$ cat src/rtl/if_rx_dispatch.sv
// if_rx_dispatch
// Takes the word stream from the SPI async-FIFO reader (clk_chip domain) once
// a transfer has been started, and dispatches it by transfer type:
//   - data transfers (ACT/FLGACT/WEI/FLGWEI and any unknown code) are packed
//     PACK words per beat and offered to the on-chip buffers with a beat
//     address and the transfer code;
//   - CFG transfers are captured word by word into cfg_data.
// Ports:
//   clk_chip, reset_chip       clock, asynchronous active-high reset
//   start, code                transfer start pulse and its type code
//   rd_req/rd_valid/rd_data    request/response handshake with the reader
//   rd_done                    end of transfer from the reader
//   out_valid/dst_ready        beat handshake; out_code/out_addr/out_data beat
//   cfg_data, cfg_valid        captured configuration words and their strobe
//   done, busy, err, word_cnt  status: end pulse, activity, sticky error, count
module if_rx_dispatch #(
  parameter int         SPI_WIDTH   = 32,
  parameter int         PACK        = 4,
  parameter int         ADDR_WIDTH  = 12,
  parameter int         CFG_WORDS   = 2,
  parameter int         RX_WIDTH    = 20,
  parameter logic [3:0] CODE_CFG    = 4'd0,
  parameter logic [3:0] CODE_ACT    = 4'd1,
  parameter logic [3:0] CODE_FLGACT = 4'd2,
  parameter logic [3:0] CODE_WEI    = 4'd3,
  parameter logic [3:0] CODE_FLGWEI = 4'd4
) (
  input  logic                          clk_chip,
  input  logic                          reset_chip,
  input  logic                          start,
  input  logic [3:0]                    code,
  output logic                          rd_req,
  input  logic                          rd_valid,
  input  logic [SPI_WIDTH-1:0]          rd_data,
  input  logic                          rd_done,
  output logic                          out_valid,
  input  logic                          dst_ready,
  output logic [3:0]                    out_code,
  output logic [ADDR_WIDTH-1:0]         out_addr,
  output logic [SPI_WIDTH*PACK-1:0]     out_data,
  output logic [SPI_WIDTH*CFG_WORDS-1:0] cfg_data,
  output logic                          cfg_valid,
  output logic                          done,
  output logic                          busy,
  output logic                          err,
  output logic [RX_WIDTH-1:0]           word_cnt
);

  localparam int PW  = (PACK > 1) ? $clog2(PACK) : 1;
  localparam int CIW = (CFG_WORDS > 1) ? $clog2(CFG_WORDS) : 1;

  typedef enum logic [1:0] {IDLE, RECV, FLUSH, DONE} state_t;

  state_t                                state, state_nx;
  logic [PACK-1:0][SPI_WIDTH-1:0]        pack_q;
  logic [CFG_WORDS-1:0][SPI_WIDTH-1:0]   cfg_q;
  logic [PW-1:0]                         pack_cnt;
  logic [ADDR_WIDTH-1:0]                 addr;
  logic [SPI_WIDTH-1:0]                  skid;
  logic                                  skid_full;
  logic                                  is_cfg;
  logic                                  accept;
  logic                                  rx;
  logic                                  rx_data;
  logic [CIW-1:0]                        cfg_idx;

  // Only CFG is special; every other code, known or not, is packed as data.
  function automatic logic code_is_cfg(input logic [3:0] c);
    case (c)
      CODE_CFG:                                     return 1'b1;
      CODE_ACT, CODE_FLGACT, CODE_WEI, CODE_FLGWEI: return 1'b0;
      default:                                      return 1'b0;
    endcase
  endfunction

  assign is_cfg   = code_is_cfg(out_code);
  assign accept   = out_valid && dst_ready;
  assign rx       = (state == RECV) && rd_valid;
  assign rx_data  = rx && !is_cfg;
  assign cfg_idx  = word_cnt[CIW-1:0];
  assign out_data = pack_q;
  assign cfg_data = cfg_q;
  assign out_addr = addr;

  always_ff @(posedge clk_chip or posedge reset_chip) begin
    if (reset_chip) state <= IDLE;
    else            state <= state_nx;
  end

  always_comb begin
    state_nx  = state;
    rd_req    = 1'b0;
    done      = 1'b0;
    cfg_valid = 1'b0;
    busy      = (state != IDLE);
    case (state)
      IDLE:  if (start) state_nx = RECV;
      RECV: begin
        // one request in flight at most, so the single skid entry suffices
        rd_req = !out_valid && !skid_full;
        if (rd_done) state_nx = FLUSH;
      end
      FLUSH: begin
        // leave once every beat, including a partial one, has been taken
        if (!out_valid && !skid_full && (pack_cnt == '0 || is_cfg))
          state_nx = DONE;
      end
      DONE: begin
        done      = 1'b1;
        cfg_valid = is_cfg;
        state_nx  = IDLE;
      end
      default: state_nx = IDLE;
    endcase
  end

  always_ff @(posedge clk_chip or posedge reset_chip) begin
    if (reset_chip) begin
      out_code  <= '0;
      word_cnt  <= '0;
      pack_cnt  <= '0;
      addr      <= '0;
      pack_q    <= '0;
      cfg_q     <= '0;
      skid      <= '0;
      skid_full <= 1'b0;
      out_valid <= 1'b0;
      err       <= 1'b0;
    end else begin
      if (state == IDLE) begin
        if (rd_valid) err <= 1'b1;
        if (start) begin
          out_code  <= code;
          word_cnt  <= '0;
          pack_cnt  <= '0;
          addr      <= '0;
          pack_q    <= '0;
          skid      <= '0;
          skid_full <= 1'b0;
        end
      end else if (start) begin
        err <= 1'b1;
      end

      if (rx) word_cnt <= word_cnt + 1'b1;

      if (rx && is_cfg) begin
        if (word_cnt < RX_WIDTH'(CFG_WORDS)) cfg_q[cfg_idx] <= rd_data;
        else                                 err <= 1'b1;
      end

      if (out_valid) begin
        if (accept) begin
          // beat taken: restart packing from slot 0, seeded by the skid
          // entry or by a word landing in this very cycle
          out_valid <= 1'b0;
          addr      <= addr + 1'b1;
          pack_q    <= '0;
          if (skid_full) begin
            pack_q[0] <= skid;
            pack_cnt  <= PW'(1);
            skid_full <= 1'b0;
            if (rx_data) err <= 1'b1;
          end else if (rx_data) begin
            pack_q[0] <= rd_data;
            pack_cnt  <= PW'(1);
          end
        end else if (rx_data) begin
          // beat is held stable; park the in-flight word
          if (skid_full) err <= 1'b1;
          else begin
            skid      <= rd_data;
            skid_full <= 1'b1;
          end
        end
      end else if (rx_data) begin
        pack_q[pack_cnt] <= rd_data;
        if (pack_cnt == PW'(PACK - 1)) begin
          pack_cnt  <= '0;
          out_valid <= 1'b1;
        end else begin
          pack_cnt <= pack_cnt + 1'b1;
        end
      end else if (state == FLUSH && !skid_full && pack_cnt != '0 && !is_cfg) begin
        // partial last beat; slots past pack_cnt are still zero
        out_valid <= 1'b1;
        pack_cnt  <= '0;
      end
    end
  end

endmodule

$ cat config.mk
export PLATFORM = sky130hd
export DESIGN_NAME = if_rx_dispatch
export DESIGN_NICKNAME = d
export VERILOG_FILES = /design/src/rtl/if_rx_dispatch.sv
export SDC_FILE = /design/constraint.sdc
export NUM_CORES = 1
export LEC_CHECK = 0
export CORE_MARGIN = 4
export CORE_UTILIZATION = 45
export CTS_CLUSTER_SIZE = 25
export DETAILED_ROUTE_END_ITERATION = 8
export PLACE_DENSITY = 0.74
export SLEW_MARGIN = 0
export SYNTH_ARGS = -nofsm -noshare
export SYNTH_HDL_FRONTEND = slang
export SYNTH_SLANG_ARGS = --single-unit
$ cat constraint.sdc
create_clock -name clk_chip -period 8.55 [get_ports clk_chip]
set_clock_uncertainty 0.15 [all_clocks]
set_input_delay 1.2825 -clock clk_chip [delete_from_list [all_inputs] [get_ports clk_chip]]
set_output_delay 1.2825 -clock clk_chip [all_outputs]
set_load 0.02 [all_outputs]
### Yosys cells after proc, flatten, opt, wreduce, memory -nomap -nowiden

Index checks and enable logic that the tools add are counted.
Widths: inputs -> output; s select.

| storage, ports and cells | value |
|---|---|
| register bits | 267 |
| bits of input ports | 42 |
| word-level logic and storage cells | 122 |

| cells by class | value |
|---|---|
| add/sub/neg operators | 3 |
| magnitude comparators | 5 |
| eq/ne operators | 7 |
| multiplexer cells | 66 |
| reduce and logical (&&, ||, !) cells | 26 |

Operators by type and width:

| kind | number |
|---|---|
| $mux 128 | 5 |
| $mux 32 | 10 |
| $bwmux 128 | 1 |
| $bwmux 64 | 1 |
| $demux 32 s2 | 1 |
| $mux 20 | 3 |
| $mux 12 | 4 |
| $demux 32 s1 | 1 |
| $mux 1 | 27 |
| $mux 2 | 12 |
| $add 20x1->20 const B | 1 |
| $lt 20x2->1 const B | 1 |
| $add 12x1->12 const B | 1 |
| $logic_and 1x1->1 | 11 |
| $pmux 2 s4 | 1 |
| $reduce_bool 2->1 | 4 |
| $eq 2x2->1 const B | 3 |
| $ne 2x2->1 const B | 3 |
| $reduce_and 2->1 | 3 |
| $logic_not 2->1 | 2 |
| $logic_not 4->1 | 1 |
| $logic_not 1->1 | 3 |
| $lt 2x3->1 const B | 1 |
| $reduce_and 3->1 | 1 |
| 6 further kinds | 6 |

### Longest topological paths before layout

Gate-level depths: netlist (run 1).

| logic depth | value |
|---|---|
| depth after elaboration | 8 |
| mapped depth | 9 |

### Worst setup path before layout (run 1)

OpenSTA, ideal clock, no wires.

| timing path | value |
|---|---|
| path type | in2reg |
| start point | input rd_valid |
| end point | register word_cnt[13] |
| arrival time | 2,614 ps |
| data required time | 8,260 ps |
| setup slack | 5,647 ps |
| cell stages on the path | 6 |
| path through | nand2_1 > buf_4 > or4_1 > buf_2 > o311ai_0 > o41ai_1 |

| on the way | value |
|---|---|
| cells in the longest elaborated chain, start to end | 3 |

Ends and longest elaborated chain:

| what | line | RTL |
|---|---|---|
| start: declaration | 33 | `input logic rd_valid,` |
| $logic_and 1x1->1 * | 78 | `assign rx = (state == RECV) && rd_valid;` |
| $reduce_bool 2->1 (no line) | - |  |
| $reduce_and 2->1 (no line) | - |  |
| end signal: assignment | 145 | `if (rx) word_cnt <= word_cnt + 1'b1;` |
| end: declaration | 46 | `output logic [RX_WIDTH-1:0] word_cnt` |

Every way passes the cells marked *; elsewhere a longest branch is shown, timed or not.
A chain may end at the register's enable or synchronous reset.

### Worst setup path in the final report (run 1)

| timing path | value |
|---|---|
| start point | register out_valid |
| end point | output rd_req |

| on the way | value |
|---|---|
| cells in the longest elaborated chain, start to end | 3 |

Ends and longest elaborated chain:

| what | line | RTL |
|---|---|---|
| start: declaration | 36 | `output logic out_valid,` |
| start signal: assignment | 127 | `out_valid <= 1'b0;` |
| start signal: assignment | 156 | `out_valid <= 1'b0;` |
| start signal: assignment | 180 | `out_valid <= 1'b1;` |
| $logic_not 1->1 | 100 | `rd_req = !out_valid && !skid_full;` |
| $logic_and 1x1->1 | 100 |  |
| $mux 1 | 96 | `case (state)` |
| end: declaration | 32 | `output logic rd_req,` |

No other way between the ends.

==> results of run 1 <==
-- power breakdown --
group | switching, uW | internal, uW | leakage [uW] | total, uW
registers | 171 | 1490 | 0.00363 | 1660
logic | 754 | 649 | 0.00236 | 1400
clock network | 495 | 705 | 0.000450 | 1200
-- cells in the final DEF (no fill, tap or decap), types with 6 or more instances in the layout --
master and instances:
nor2b_1 33, buf_4 13, clkbuf_16 29, o21ai_0 141, ha_1 10, clkdlybuf4s50_1 275
nand2_1 303, nor3_1 6, o211ai_1 6, dfrtp_1 266, o31ai_1 9, nor2_1 11
mux2_2 53, mux2i_1 13, nand3_1 11, a22oi_1 32, mux2_4 10, clkbuf_1 9
inv_1 12, clkbuf_8 6, a221o_1 32
-- per-stage QoR --
step | worst slack, ns | hold WS [ns] | util (%) | total power, uW | instance area, um^2
after global placement | 4.67 | 0.317 | 57.6 | 3060 | 14500
after CTS | 4.56 | 0.343 | 61.2 | 4310 | 15400
after global routing | 4.47 | 0.363 | 61.2 | 4470 | 15400
after floorplan | 3.59 | 0.352 | - | 2440 | 11600
final | 4.58 | 0.337 | 61.2 | 4270 | 15400
after detailed placement | 4.58 | 0.334 | 57.6 | 3090 | 14500
-- cells by family after synthesis --
kind of cell	synth area share [%]
xor gates and xnor gates	0.0757
muxes	7.78
DFF	57.8
and+or+nand+nor	16.1
buffers and inverters	3.68
adders and majority gates	1.08
AOI/OAI and AO/OA	13.5
-- critical path, stage by stage (launching register included) --
cell and delay (ns):
dfrtp_2 0.77, or2_2 0.50, nor2_1 0.11, clkdlybuf4s50_1 0.62
-- registers in the layout, indices dropped and copies added (netlist names) --
register,cells
cfg_data,64
err,1
out_addr,12
out_code,4
out_data,128
out_valid,1
pack_cnt,2
skid,32
skid_full,1
state,2
word_cnt,20
-- per-layer routing --
| metal | global-route usage, % | vias up |
|---|---|---|
| met5 | 0 | - |
| met4 | 5.72 | 0 |
| met3 | 3.94 | 52 |
| met2 | 37.0 | 295 |
| met1 | 32.9 | 4638 |
| li1 | - | 4291 |
-- worst max path at each step --
stage | from | slack (ns) | to | cells after the start
2_1_floorplan | reset_chip | 3.59 | cfg_data[0]$_DFFE_PP0P_ | 1
3_3_place_gp | rd_valid | 4.67 | cfg_data[42]$_DFFE_PP0P_ | 6
3_5_place_dp | rd_valid | 4.58 | cfg_data[33]$_DFFE_PP0P_ | 6
4_1_cts | out_valid$_DFF_PP0_ | 4.56 | rd_req | 3
5_1_grt | out_valid$_DFF_PP0_ | 4.47 | rd_req | 3
6_report | out_valid$_DFF_PP0_ | 4.58 | rd_req | 3
-- area by class of cell --
cell class | count | share of cell area, %
clock buffer | 44 | 5.45
sequential | 267 | 43.3
multi-input combinational | 740 | 29.2
inverter | 13 | 0.340
timing repair buffer | 289 | 18.6
tap | 330 | 2.67
clock inverter | 8 | 0.462
==> flow_summary_export.csv, run 1 <==
group,metric,value,unit
logic_synthesis,synth_top_cells_by_area,"dfrtp_1, nand2_1, o21ai_0",
clock_tree,hold_buffers,0,
clock_tree,cts_buffer_depth,3,
logic_synthesis,synth_fp_nets,1145,
timing,grt_setup_unrepaired,"false",
placed_design,place_inst,1639,
final_layout,final_nets,1392,
final_layout,multi_input_area,4520,um^2
timing,hold_violations,0,
drt,ant_nets,0,
logic_synthesis,synthFlopType,"dfrtp_1",
worst_setup_path,path_class,"register to primary output",
clock_tree,clock_latency,0.54,ns
timing,fmax,252,MHz
logic_synthesis,synthMostInstantiatedCell,"nand2_1",
logic_synthesis,syn_area,11600,um^2
pwr,power_density,276,nW/um^2
logic_synthesis,synth_edf_count,0,
floorplanning,rows,58,
drt,route.vias.total,9276,
timing,setup-violations-final,0,
flow_run,drv_cap,0,
drt,first_pass_iters,5,
final_layout,seqCellArea,6680,um^2
worst_setup_path,worstPathRequired,7.12,ns
final_layout,drive_gt1_share,10.4,%
floorplanning,start_util,45.8,%
logic_synthesis,synth.distinct_cells,55,
worst_setup_path,arrival,2.54,ns
worst_hold_path,hold_end,"out_addr[11]$_DFF_PP0_",
pwr,peakVddDrop,185,uV
worst_setup_path,path_max_fanout,51,
clock_tree,postCtsSetupBuffers,0,
drt,top_layer,"met4",
logic_synthesis,synth.top_cell.area_share,57.8,%
clock_tree,numCtsBuffers,29,
drt,wl_met2,15600,um
drt,vias_per_cell,5.49,
global_route,grt_pass1_vias,9464,
logic_synthesis,synthArstFlopShare,100,%
timing,min_period_over_period,46.4,%
worst_setup_path,reg2reg_from,"out_code[0]$_DFFE_PP0P_",
logic_synthesis,yosys_warnings,0,
floorplanning,die_w,168,um
global_route,grt_pass1_wl,53400,um
logic_synthesis,yosysSeqAreaShare,57.8,%
final_layout,finalNonFillerCells,1691,
drt,drc,0,
status,status,"finished clean",
drt,route.met3.wl,2160,um
logic_synthesis,syn_area_per_cell,10.6,um^2
floorplanning,die_area,28300,um^2
final_layout,n_antenna_cell,0,
floorplanning,io_pins,276,
timing,maxSlewHeadroom,25.5,%
floorplanning,core-area,25300,um^2
global_route,grt_max_degree,155,
floorplanning,die_h,168,um
timing,fin_crit,3.97,ns
worst_setup_path,end_kind,"primary output",
logic_synthesis,syn_inst,1093,
worst_hold_path,hp-start,"out_addr[11]$_DFF_PP0_",
logic_synthesis,synth-seq-cells,267,
timing,tightest_slew,1.12,ns
worst_hold_path,hold_depth,1,
clock_tree,cts.sinks,267,
timing,tns,0,ns
final_layout,syn_to_final_growth,33.5,%
final_layout,fill_cells,2063,
worst_setup_path,reg2reg_depth,6,
drt,post_drt_wl_per_cell,19.6,um
clock_tree,cts.htree.levels,1,
drt,wl_met1,14700,um
worst_hold_path,min_path_type,"register to register",
clock_tree,cts.clk_slew.worst_paths,0.06,ns
worst_setup_path,r2r_setup_slack,5.52,ns
drt,first_iter_violations,668,
clock_tree,cts_tree,"built",
logic_synthesis,synth_common_cells,"nand2_1, dfrtp_1, o21ai_0",
placed_design,numPortBuffers,275,
global_route,antenna_found_initial,0,
pwr,p_leak,0.00644,uW
placed_design,dp_hpwl,21300,um
clock_tree,postCtsResizedCells,0,
drt,wl,33200,um
placed_design,place_congestion,0.787,
global_route,gr-total-overflow,0,
timing,slew_violations,0,
global_route,grt_usage,23.0,%
worst_setup_path,critPathLaunchType,"register",
worst_setup_path,reg2reg_to,"cfg_data[50]$_DFFE_PP0P_",
clock_tree,ctsRootBufferMaster,"clkbuf_16",
logic_synthesis,synth_top_area_cell,"dfrtp_1",
Power figures use the tool's default switching activity.
==> run 2: changes to the inputs <==
==> constraint.sdc (replaced) <==
create_clock -name clk_chip -period 3.35 [get_ports clk_chip]
set_clock_uncertainty 0.15 [all_clocks]
set_input_delay 0.5025 -clock clk_chip [delete_from_list [all_inputs] [get_ports clk_chip]]
set_output_delay 0.5025 -clock clk_chip [all_outputs]
set_load 0.02 [all_outputs]
==> flow_summary_export.csv, run 2 (synthesis results as in run 1) <==
group,metric,value,unit
worst_setup_path,end_kind,"primary output",
worst_setup_path,reg2reg_depth,5,
drt,ant_nets,0,
worst_setup_path,path_class,"register to primary output",
floorplanning,die_area,28300,um^2
clock_tree,clock_latency,0.55,ns
floorplanning,start_util,45.8,%
worst_hold_path,min_path_type,"input port to async pin",
worst_setup_path,arrival,2.36,ns
clock_tree,ctsRootBufferMaster,"clkbuf_16",
global_route,antenna_found_initial,0,
floorplanning,rows,58,
final_layout,final_nets,1401,
drt,vias_per_cell,5.43,
timing,maxSlewHeadroom,30.4,%
drt,first_pass_iters,5,
flow_run,drv_cap,0,
floorplanning,core-area,25300,um^2
final_layout,n_antenna_cell,0,
placed_design,place_congestion,0.789,
final_layout,layout_common_cells,"nand2_1, clkdlybuf4s50_1, dfrtp_1",
final_layout,fin_util,62.0,%
placed_design,numPortBuffers,275,
floorplanning,die_w,168,um
final_layout,final_common_cell,"nand2_1",
timing,fin_crit,3.01,ns
placed_design,dp_hpwl,22100,um
clock_tree,cts.clk_slew.worst_paths,0.06,ns
pwr,peakVddDrop,548,uV
clock_tree,postCtsResizedCells,0,
timing,grt_setup_unrepaired,"false",
global_route,grt_usage,22.8,%
floorplanning,die_h,168,um
final_layout,final_area,15700,um^2
placed_design,post_dp_cell_area,14600,um^2
global_route,grt_max_degree,119,
drt,first_iter_violations,760,
drt,route.vias.total,9238,
worst_setup_path,worstPathRequired,2.70,ns
final_layout,drive_gt1_share,11.5,%
clock_tree,cts.htree.levels,1,
pwr,power_density,719,nW/um^2
floorplanning,io_pins,276,
timing,slew_violations,0,
global_route,grt_pass1_vias,9343,
clock_tree,cts_buffer_depth,3,
drt,post_drt_wl_per_cell,19.4,um
worst_setup_path,worstPathCellList,"nor4_4, and2_1, clkdlybuf4s50_1",
timing,tns,0,ns
clock_tree,cts_tree,"built",
global_route,grt_pass1_wl,53100,um
worst_setup_path,path_max_fanout,6,
pwr,p_leak,0.00655,uW
worst_setup_path,critPathLaunchType,"register",
timing,setup-violations-final,0,
clock_tree,numCtsBuffers,28,
clock_tree,postCtsSetupBuffers,0,
final_layout,syn_to_final_growth,35.4,%
timing,fmax,332,MHz
clock_tree,hold_buffers,0,
drt,drc,0,
clock_tree,cts.sinks,267,
worst_setup_path,slowest_stage,"clkdlybuf4s50_1",
timing,tightest_slew,1.04,ns
status,status,"finished clean",
pwr,p_total,11300,uW
timing,min_period_over_period,89.9,%
drt,wl,33000,um
global_route,gr-total-overflow,0,
final_layout,largest_reg_flops,128,
worst_setup_path,slowest_delay,0.61,ns
timing,hold_violations,0,
## run 2: cell types whose count changed in the layout (fill, tap and decap cells not counted), moves of 2 or more
cell        delta
clkinv_2       +3
bufinv_16      +5
clkbuf_8       -2
buf_12         +3
clkbuf_1       -8
buf_4          +7
clkinvlp_4     +2
## run 2: layout make-up
cell class                      instances  area [um^2]
Timing Repair Buffer                  299         2980
Tap cell                              330          413
Multi-Input combinational cell        740         4520
Clock inverter                         18          259
Fill cell                            2059         9590
Clock buffer                           33          759
Sequential cell                       267         6680
Inverter                               13         52.6
## run 2: power by group
group	total, uW	switching [uW]	leakage (uW)	internal, uW
Sequential	4230	426	0.00363	3810
Combinational	3630	1940	0.00242	1690
Clock	3390	1310	0.000498	2080
## run 2: path summary, 6_finish.rpt
path / startpoint / to / slack, ns
max: out_code[0]$_DFFE_PP0P_ / cfg_valid / 0.34
min: reset_chip / cfg_data[24]$_DFFE_PP0P_ / 0.13
max reg2reg: out_code[0]$_DFFE_PP0P_ / out_data[1]$_DFF_PP0_ / 0.66
min reg2reg: cfg_data[55]$_DFFE_PP0P_ / cfg_data[55]$_DFFE_PP0P_ / 0.34
max in group asynchronous: reset_chip / pack_cnt[1]$_DFF_PP0_ / 1.98
min in group clk_chip: cfg_data[55]$_DFFE_PP0P_ / cfg_data[55]$_DFFE_PP0P_ / 0.34
## run 2: layer usage
layer	GRT usage, %	wire length (um)	up-vias
met5	0	0	-
met4	5.75	767	0
met3	4.37	2320	47
met2	37.2	15500	304
met1	31.8	14400	4583
li1	-	-	4304
## run 2: per-stage QoR
| stage | instances | hold WS, ns | setup slack (ns) |
|---|---|---|---|
| 2_1_floorplan | 1093 | 0.352 | -0.828 |
| 3_3_place_gp | 1649 | 0.316 | 0.536 |
| 3_5_place_dp | 1649 | 0.330 | 0.464 |
| 4_1_cts | 1700 | 0.121 | 0.295 |
| 5_1_grt | 1700 | 0.137 | 0.212 |
| 6_report | 1700 | 0.134 | 0.339 |
## run 2: critical path, delay by kind of cell, from the launching register on
kind	cells	cell delay [ns]
AND/OR/NAND/NOR	2	0.80
buffers and inverters	1	0.61
flip-flops	1	0.42
==> run 3: changes to the inputs <==
--- a/config.mk
+++ b/config.mk
@@ -10,6 +10,7 @@
 export CTS_CLUSTER_SIZE = 25
 export DETAILED_ROUTE_END_ITERATION = 8
 export PLACE_DENSITY = 0.74
+export SETUP_SLACK_MARGIN = 0.1
 export SLEW_MARGIN = 0
 export SYNTH_ARGS = -nofsm -noshare
 export SYNTH_HDL_FRONTEND = slang
==> results of run 3 <==
The final DEF is identical to that of run 2; final timing and power are the same.
